==> config.mk <==
export PLATFORM = sky130hd
export DESIGN_NAME = lcd_frame_reader
export DESIGN_NICKNAME = d
export VERILOG_FILES = /design/src/rtl/lcd_frame_reader.sv
export SDC_FILE = /design/constraint.sdc
export NUM_CORES = 2
export LEC_CHECK = 0
export CELL_PAD_IN_SITES_DETAIL_PLACEMENT = 0
export CELL_PAD_IN_SITES_GLOBAL_PLACEMENT = 2
export CORE_MARGIN = 1.5
export CORE_UTILIZATION = 50
export CTS_CLUSTER_SIZE = 20
export DETAILED_ROUTE_END_ITERATION = 6
export HOLD_SLACK_MARGIN = 0.06
export PLACE_DENSITY = 0.84
export RECOVER_POWER = 50
export SLEW_MARGIN = 0
export SYNTH_ARGS = -nofsm -noshare
export SYNTH_HDL_FRONTEND = slang
export SYNTH_SLANG_ARGS = --single-unit
==> constraint.sdc <==
create_clock -name i_clk_lcd -period 6.93 [get_ports i_clk_lcd]
set_input_delay 1.0395 -clock i_clk_lcd [delete_from_list [all_inputs] [get_ports i_clk_lcd]]
set_output_delay 1.0395 -clock i_clk_lcd [all_outputs]
set_load 0.1 [all_outputs]
==> src/rtl/lcd_frame_reader.sv <==
// lcd_frame_reader
//   Frame-buffer read scheduler. Prefetches 96-bit words (4 x 24-bit BGR
//   pixels) from the SDRAM controller read port in bursts into a show-ahead
//   FIFO, and hands one word to the LCD pixel driver per pop request.
//   A frame restart pulse rewinds the read pointer to FRAME_BASE.
//
// Ports
//   i_clk_lcd       pixel clock, all logic on the rising edge
//   i_lcd_rst       synchronous active-high reset
//   i_sdr_addr_set  one-cycle frame restart pulse
//   i_lcd_rden      pop request, one word per cycle high
//   o_lcd_data      FIFO head word
//   o_rd_req        burst read request (held until i_rd_ack)
//   o_rd_addr       burst start address, valid while o_rd_req
//   o_rd_len        burst length in words, valid while o_rd_req
//   i_rd_ack        controller accepts the request
//   i_rd_valid      read data beat valid
//   i_rd_data       read data beat
//   o_fifo_level    current FIFO occupancy
//   o_underflow     sticky, pop attempted on an empty FIFO
//
// FSM
//   state  | meaning
//   S_IDLE | waiting for free space / frame words left; performs restart flush
//   S_REQ  | o_rd_req high, address and length held until acknowledged
//   S_DATA | collecting rd_len beats (discarded while a restart is pending)

module lcd_frame_reader #(
    parameter int FRAME_BASE  = 0,
    parameter int FRAME_WORDS = 32640,
    parameter int BURST_LEN   = 8,
    parameter int FIFO_DEPTH  = 32,
    parameter int ADDR_W      = 22
) (
    input  logic                          i_clk_lcd,
    input  logic                          i_lcd_rst,
    input  logic                          i_sdr_addr_set,
    input  logic                          i_lcd_rden,
    output logic [95:0]                   o_lcd_data,
    output logic                          o_rd_req,
    output logic [ADDR_W-1:0]             o_rd_addr,
    output logic [$clog2(BURST_LEN):0]    o_rd_len,
    input  logic                          i_rd_ack,
    input  logic                          i_rd_valid,
    input  logic [95:0]                   i_rd_data,
    output logic [$clog2(FIFO_DEPTH):0]   o_fifo_level,
    output logic                          o_underflow
);

    localparam int LEN_W = $clog2(BURST_LEN) + 1;
    localparam int LVL_W = $clog2(FIFO_DEPTH) + 1;
    localparam int PTR_W = $clog2(FIFO_DEPTH);
    localparam int CNT_W = $clog2(FRAME_WORDS + 1);

    typedef enum logic [1:0] {S_IDLE, S_REQ, S_DATA} state_t;

    state_t             r_state;
    state_t             w_state_next;

    logic [CNT_W-1:0]   r_issued;
    logic               r_restart_pend;
    logic [ADDR_W-1:0]  r_rd_addr;
    logic [LEN_W-1:0]   r_rd_len;
    logic [LEN_W-1:0]   r_beats_left;

    logic [95:0]        r_mem [FIFO_DEPTH];
    logic [PTR_W-1:0]   r_wr_ptr;
    logic [PTR_W-1:0]   r_rd_ptr;
    logic [LVL_W-1:0]   r_level;
    logic [95:0]        r_head;
    logic               r_underflow;

    logic [31:0]        w_remaining;
    logic [31:0]        w_free;
    logic               w_can_issue;
    logic [LEN_W-1:0]   w_next_len;
    logic               w_flush;
    logic               w_push;
    logic               w_pop;
    logic               w_last_beat;

    assign w_remaining = 32'(FRAME_WORDS) - 32'(r_issued);
    assign w_free      = 32'(FIFO_DEPTH) - 32'(r_level);
    // Free space is only judged in IDLE, where no beats are outstanding,
    // so a granted burst always fits.
    assign w_can_issue = !r_restart_pend && (w_remaining != 32'd0) &&
                         (w_free >= 32'(BURST_LEN));
    assign w_next_len  = (w_remaining >= 32'(BURST_LEN)) ? LEN_W'(BURST_LEN)
                                                         : LEN_W'(w_remaining);
    assign w_flush     = (r_state == S_IDLE) && r_restart_pend;
    // A restart arriving mid-burst drops that beat and all later ones.
    assign w_push      = (r_state == S_DATA) && i_rd_valid &&
                         !r_restart_pend && !i_sdr_addr_set;
    assign w_last_beat = (r_state == S_DATA) && i_rd_valid &&
                         (r_beats_left == LEN_W'(1));
    assign w_pop       = i_lcd_rden && (r_level != '0) && !w_flush;

    always_ff @(posedge i_clk_lcd) begin
        if (i_lcd_rst) r_state <= S_IDLE;
        else           r_state <= w_state_next;
    end

    always_comb begin
        w_state_next = r_state;
        case (r_state)
            S_IDLE:  if (w_can_issue) w_state_next = S_REQ;
            S_REQ:   if (i_rd_ack)    w_state_next = S_DATA;
            S_DATA:  if (w_last_beat) w_state_next = S_IDLE;
            default: w_state_next = S_IDLE;
        endcase
    end

    always_ff @(posedge i_clk_lcd) begin
        if (i_lcd_rst) begin
            r_issued       <= '0;
            r_restart_pend <= 1'b0;
            r_rd_addr      <= ADDR_W'(FRAME_BASE);
            r_rd_len       <= '0;
            r_beats_left   <= '0;
        end else begin
            if (r_state == S_IDLE && w_can_issue) begin
                r_rd_addr <= ADDR_W'(FRAME_BASE) + ADDR_W'(r_issued);
                r_rd_len  <= w_next_len;
            end
            if (r_state == S_REQ && i_rd_ack) begin
                r_issued     <= r_issued + CNT_W'(r_rd_len);
                r_beats_left <= r_rd_len;
            end else if (r_state == S_DATA && i_rd_valid) begin
                r_beats_left <= r_beats_left - LEN_W'(1);
            end
            if (w_flush) begin
                r_issued       <= '0;
                r_restart_pend <= 1'b0;
            end else if (i_sdr_addr_set) begin
                r_restart_pend <= 1'b1;
            end
        end
    end

    always_ff @(posedge i_clk_lcd) begin
        if (w_push) r_mem[r_wr_ptr] <= i_rd_data;
    end

    // r_head is a registered copy of the FIFO head so lcd_data can be
    // cleared on flush and holds its last word once the FIFO runs dry.
    always_ff @(posedge i_clk_lcd) begin
        if (i_lcd_rst || w_flush) begin
            r_wr_ptr    <= '0;
            r_rd_ptr    <= '0;
            r_level     <= '0;
            r_head      <= '0;
            r_underflow <= 1'b0;
        end else begin
            if (w_push) r_wr_ptr <= r_wr_ptr + PTR_W'(1);
            if (w_pop)  r_rd_ptr <= r_rd_ptr + PTR_W'(1);
            case ({w_push, w_pop})
                2'b10:   r_level <= r_level + LVL_W'(1);
                2'b01:   r_level <= r_level - LVL_W'(1);
                default: r_level <= r_level;
            endcase
            if (w_push && (r_level == '0 || (w_pop && r_level == LVL_W'(1))))
                r_head <= i_rd_data;
            else if (w_pop && r_level > LVL_W'(1))
                r_head <= r_mem[r_rd_ptr + PTR_W'(1)];
            if (i_lcd_rden && r_level == '0)
                r_underflow <= 1'b1;
        end
    end

    assign o_rd_req     = (r_state == S_REQ);
    assign o_rd_addr    = r_rd_addr;
    assign o_rd_len     = r_rd_len;
    assign o_lcd_data   = r_head;
    assign o_fifo_level = r_level;
    assign o_underflow  = r_underflow;

endmodule

**Yosys cells after proc, flatten, opt, wreduce, memory -nomap -nowiden**

Memories as Yosys holds them, arrays and structs flattened.
Index checks and enable logic that the tools add are counted.

- Register bits: 154
- Latch bits: 0
- Bits in writable memories: 3072
- Bits in read-only memories: 0
- Output and inout bits: 130
- Logic and storage cells: 73
- Memories: 1

- $add $sub $neg: 8
- $mul: 0
- Div/mod/pow operators: 0
- $lt $le $gt $ge: 3
- Equal/unequal tests: 9
- Shifts and indexed selects: 0
- Multiplexer cells: 12
- Bitwise logic cells: 0
- Reductions and logical operators: 29

Memory list:

| name | depth | bits a word | read ports | clocked after memory_dff | write ports | RTL line | source |
|---|---|---|---|---|---|---|---|
| r_mem | 32 | 96 | 1 | 0 | 1 | 66 | `logic [95:0] r_mem [FIFO_DEPTH];` |

Operator list:

| operator | count |
|---|---|
| $mux W96 | 2 |
| $ge A32 B4 Y1 const B | 2 |
| $reduce_bool A32 Y1 | 1 |
| $sub A15 B15 Y16 const A | 1 |
| $add A15 B4 Y15 | 1 |
| $logic_and A1 B1 Y1 | 15 |
| $mux W4 | 3 |
| $pmux W6 S2 | 1 |
| $add A5 B1 Y5 const B | 2 |
| $sub A6 B6 Y7 const A | 1 |
| $add A6 B1 Y6 const B | 1 |
| $eq A6 B1 Y1 const B | 1 |
| $gt A6 B1 Y1 const B | 1 |
| $logic_not A6 Y1 | 1 |
| $mux W2 | 3 |
| $pmux W2 S3 | 1 |
| $reduce_bool A2 Y1 | 3 |
| $reduce_bool A6 Y1 | 1 |
| $sub A6 B1 Y6 const B | 1 |
| $eq A2 B1 Y1 const B | 2 |
| $eq A2 B2 Y1 const B | 2 |
| $eq A4 B1 Y1 const B | 1 |
| $ne A2 B2 Y1 const B | 2 |
| $sub A4 B1 Y4 const B | 1 |
| other kinds (7) | 11 |

**Logic depth before layout (Yosys ltp)**

- Word-level depth: 8
- Mapped depth: 13

**Worst setup path before layout**

OpenSTA, ideal clock, no wires.

- Kind: input port to flip-flop
- From: in i_rd_valid
- To: mem r_mem[15][0], enable pin
- Arrival time: 5.848 ns
- Setup slack: 0.529 ns
- Stages on the path: 4
- Cells stage by stage: nand3b_1 nor3_4 nand2_1 nor2_1

- Word-level cells in the longest chain between the ends: 5

RTL lines:

| item | RTL line | source |
|---|---|---|
| start, declared | 44 | `input logic i_rd_valid,` |
| $logic_and A1 B1 Y1 (2 in a row) | 92 | `assign w_push = (r_state == S_DATA) && i_rd_valid &&` |
| $logic_and A1 B1 Y1 | 93 | `!r_restart_pend && !i_sdr_addr_set;` |
| $mux W1 | 141 | `if (w_push) r_mem[r_wr_ptr] <= i_rd_data;` |
| $mux W1 (not written as such) | 141 |  |
| end, declared | 66 |  |

No other way between the ends.

**Worst setup path in the final report**

- From: in i_rd_valid
- To: mem r_mem[17][61], enable pin

The elaborated chain is that of the path after synthesis.

==> flow_metrics.py <==
metrics = {
    "synthesis": {
        "ys_seq_area_frac": 0.7743,
        "syn_area_um2": 123100,
        "synthTopCellsByArea": "edfxtp_1 (75%), mux4_2 (17%), dfxtp_1 (2.5%), mux2i_1 (0.91%), a22oi_1 (0.57%)",
        "avgSynthCellArea_um2": 22.98,
        "synth.most_common_cell": "edfxtp_1",
        "synth_top_area_cell": "edfxtp_1",
        "synth_edf_count": 3072,
        "ys_dominant_reg_cell": "edfxtp_1",
        "ys_top_cells_by_count": "edfxtp_1 (3072), mux4_2 (912), nand2_1 (166)",
        "synthCells": 5359,
        "ys_warn_count": 0,
        "synth_seq_cells": 3226,
        "synth_top_area_frac": 0.7492,
        "ys_types": 73,
        "async_flop_share": 0,
    },
    "floorplanning": {
        "die_w_um": 499.2,
        "core.rowCount": 181,
        "start_util": 0.5043,
        "num_io_pins": 232,
        "coreArea_um2": 244100,
        "die_area_um2": 249200,
        "die_h_um": 499.2,
    },
    "clock_network": {
        "cts_hold_buf": 0,
        "cts_setup_buffers": 0,
        "worst_setup_hold_path_clk_slew_ns": 0.06,
        "insertion_delay_ns": 0.97,
        "htree_levels": 5,
        "postCtsResizedCells": 0,
        "cts_tree": "done",
        "root_buffer": "clkbuf_16",
        "cts_made_buffers": 336,
        "clk_path_buf_depth": 4,
        "cts.sink_count": 3226,
    },
    "timing": {
        "rsz0062_at_grt": "false",
        "final_max_slew_viol_count": 1204,
        "fin_crit_ns": 5.465,
        "fmax_ghz": 0.1830,
        "fin_setup_tns_ns": 0,
        "fin_ws_ns": 1.465,
        "finalCritPeriodShare": 0.7885,
        "hold_violations": 0,
        "tightest_slew_ns": 2.825,
        "finClkSkew_ns": 0.07494,
        "slew_headroom": -0.8830,
        "setup_viol": 0,
    },
    "hold_path": {
        "hold_class": "flop to flop",
        "whs_path_depth": 2,
        "hold_end": "o_rd_addr[6]$_SDFFE_PP0P_",
        "hp-start": "o_rd_addr[6]$_SDFFE_PP0P_",
    },
    "run_status": {
        "violations": "max-capacitance violations, max-slew violations",
        "outcome": "finished, violations left",
    },
    "route": {
        "via_per_inst": 6.350,
        "ant_nets": 0,
        "vias": 58710,
        "dr.pass1.iters": 5,
        "post_drt_wl_per_cell_um": 32.45,
        "routed_wl_mm": 300.0,
        "first_iter_violations": 7531,
        "drc": 0,
    },
    "global_routing": {
        "antenna_found_initial": 9,
        "grt_first_pass_wirelength_mm": 430.9,
        "grt_max_degree": 111,
        "grt-ovfl-total": 0,
        "grt_pass1_vias": 59490,
        "track_usage": 0.2417,
    },
    "critical_path": {
        "path_class": "input port to flop",
        "path_delay_family": "simple AND/OR/NAND/NOR gates",
        "timing.critical_path.buf_inv": 2,
        "r2r_setup_slack_ns": 1.66,
        "timing.critical_path.required_ns": 7.40,
        "worstPathCellList": "dlygate4sd3_1, nand3b_1, nor3_1, nand2_1, nor2_1, clkbuf_1",
        "r2r_end": "r_mem[17][61]$_DFFE_PP_",
        "arrival_ns": 5.93,
        "end_kind": "flop",
        "critical_path.max_stage_delay_ns": 1.59,
        "crit_path_start_kind": "input port",
        "reg2reg_from": "r_state[1]$_SDFFE_PP0P_",
        "worstRegToRegCells": 5,
        "crit_fanout": 26,
        "cp_slowest_cell": "clkbuf_1",
    },
    "placed_design": {
        "place_area_um2": 130100,
        "dp.cells": 8652,
        "dp_hpwl_mm": 157.9,
        "dp_slack_ns": 2.008,
        "portBuffers": 224,
        "gp_congestion": 0.7598,
    },
    "final_layout": {
        "final_nets": 5910,
        "area_growth_pct": 13.96,
        "final_cells": 9245,
        "design_area_um2": 140300,
        "layout-drive-gt1-share": 0.2601,
    },
    "pwr": {
        "leakage_nw": 42.03,
        "vdd_drop_max_mv": 0.2496,
        "p_per_area_nw_per_um2": 287.4,
    },
    "flow_run": {
        "cap_violations": 36,
    },
}
[tightest hold or removal path: stages (launching register included)]
cell	delay [ns]
dfxtp_1	0.30
nand2_1	0.05
mux2i_1	0.05
[metrics by stage]
| step | total power [mW] | util | hold slack [ns] |
|---|---|---|---|
| floorplan | 22.82 | - | 0.4609 |
| detailed placement | 23.55 | 0.5329 | 0.4465 |
| finish | 40.33 | 0.5747 | 0.4570 |
| CTS | 40.61 | 0.5756 | 0.4605 |
| global placement | 23.52 | 0.5329 | 0.4444 |
| global route | 41.39 | 0.5747 | 0.4816 |
[power by group]
| group | leakage [nW] | internal, mW | switching (mW) | total [mW] |
|---|---|---|---|---|
| combinational | 8.10 | 0.611 | 1.07 | 1.69 |
| clock | 5.08 | 10.0 | 7.20 | 17.2 |
| sequential | 28.8 | 21.4 | 0.0433 | 21.4 |
[sequential cells by signal, summed over array words and instances (netlist names)]
name,count
r_mem,3072
o_lcd_data,96
o_rd_addr,15
r_issued,15
o_fifo_level,6
r_rd_ptr,5
r_wr_ptr,5
o_rd_len,4
r_beats_left,4
r_state,2
o_underflow,1
r_restart_pend,1
[final cells by class]
type / count / area (um^2)
fillers: 17190 / 103800
flip-flops and latches: 3226 / 95340
multi-input cells: 1810 / 26610
clock buffers: 444 / 9123
well taps: 3202 / 4006
repair buffers: 397 / 3865
clock inverters: 144 / 1296
inverters: 18 / 67.56
diodes: 4 / 10.01
[cell families (layout without fill, tap and decap cells)]
family	after synthesis	after routing	share of synthesized area
adders and majority gates	19	19	0.001992
DFF	3226	3226	0.7743
other	1	11	0.00003046
muxes	1049	1049	0.1782
AOI/OAI and AO/OA	323	323	0.01667
buffers and inverters	329	1003	0.01234
xor gates and xnor gates	27	27	0.001982
and+or+nand+nor	385	385	0.01447
[metal layers]
layer  wire length (um)  vias to the layer above  track usage
met5                 41                        -            0
met4               8391                        6      0.07064
met3              28150                      480      0.05566
met2             143900                     3034       0.3772
met1             119500                    31540       0.3436
li1                   -                    23650            -
[worst max-delay path by stage]
stage | from | endpoint | slack (ns) | cells past startpoint
after floorplan | i_rd_valid | r_mem[15][0]$_DFFE_PP_ | 0.53 | 4
after global placement | i_rd_valid | r_mem[2][45]$_DFFE_PP_ | 2.02 | 6
after detailed placement | i_rd_valid | r_mem[2][45]$_DFFE_PP_ | 2.01 | 6
after CTS | r_rd_ptr[0]$_SDFFE_PP0P_ | o_lcd_data[42]$_SDFFE_PP0P_ | 2.58 | 6
after global routing | i_rd_valid | r_mem[17][61]$_DFFE_PP_ | 1.19 | 6
final | i_rd_valid | r_mem[17][61]$_DFFE_PP_ | 1.47 | 6
[cell usage in the layout (no fill, tap or decap), types with 93 or more instances in the layout]
cell type        count
dfxtp_1            153
clkdlybuf4s50_1    124
mux2i_1            112
clkbuf_16          343
nand2_1            165
mux4_2             912
clkbuf_1           134
dlygate4sd3_1       93
edfxtp_1          3072
a22oi_1             93
Note: power is estimated with default switching activity, not from simulation.
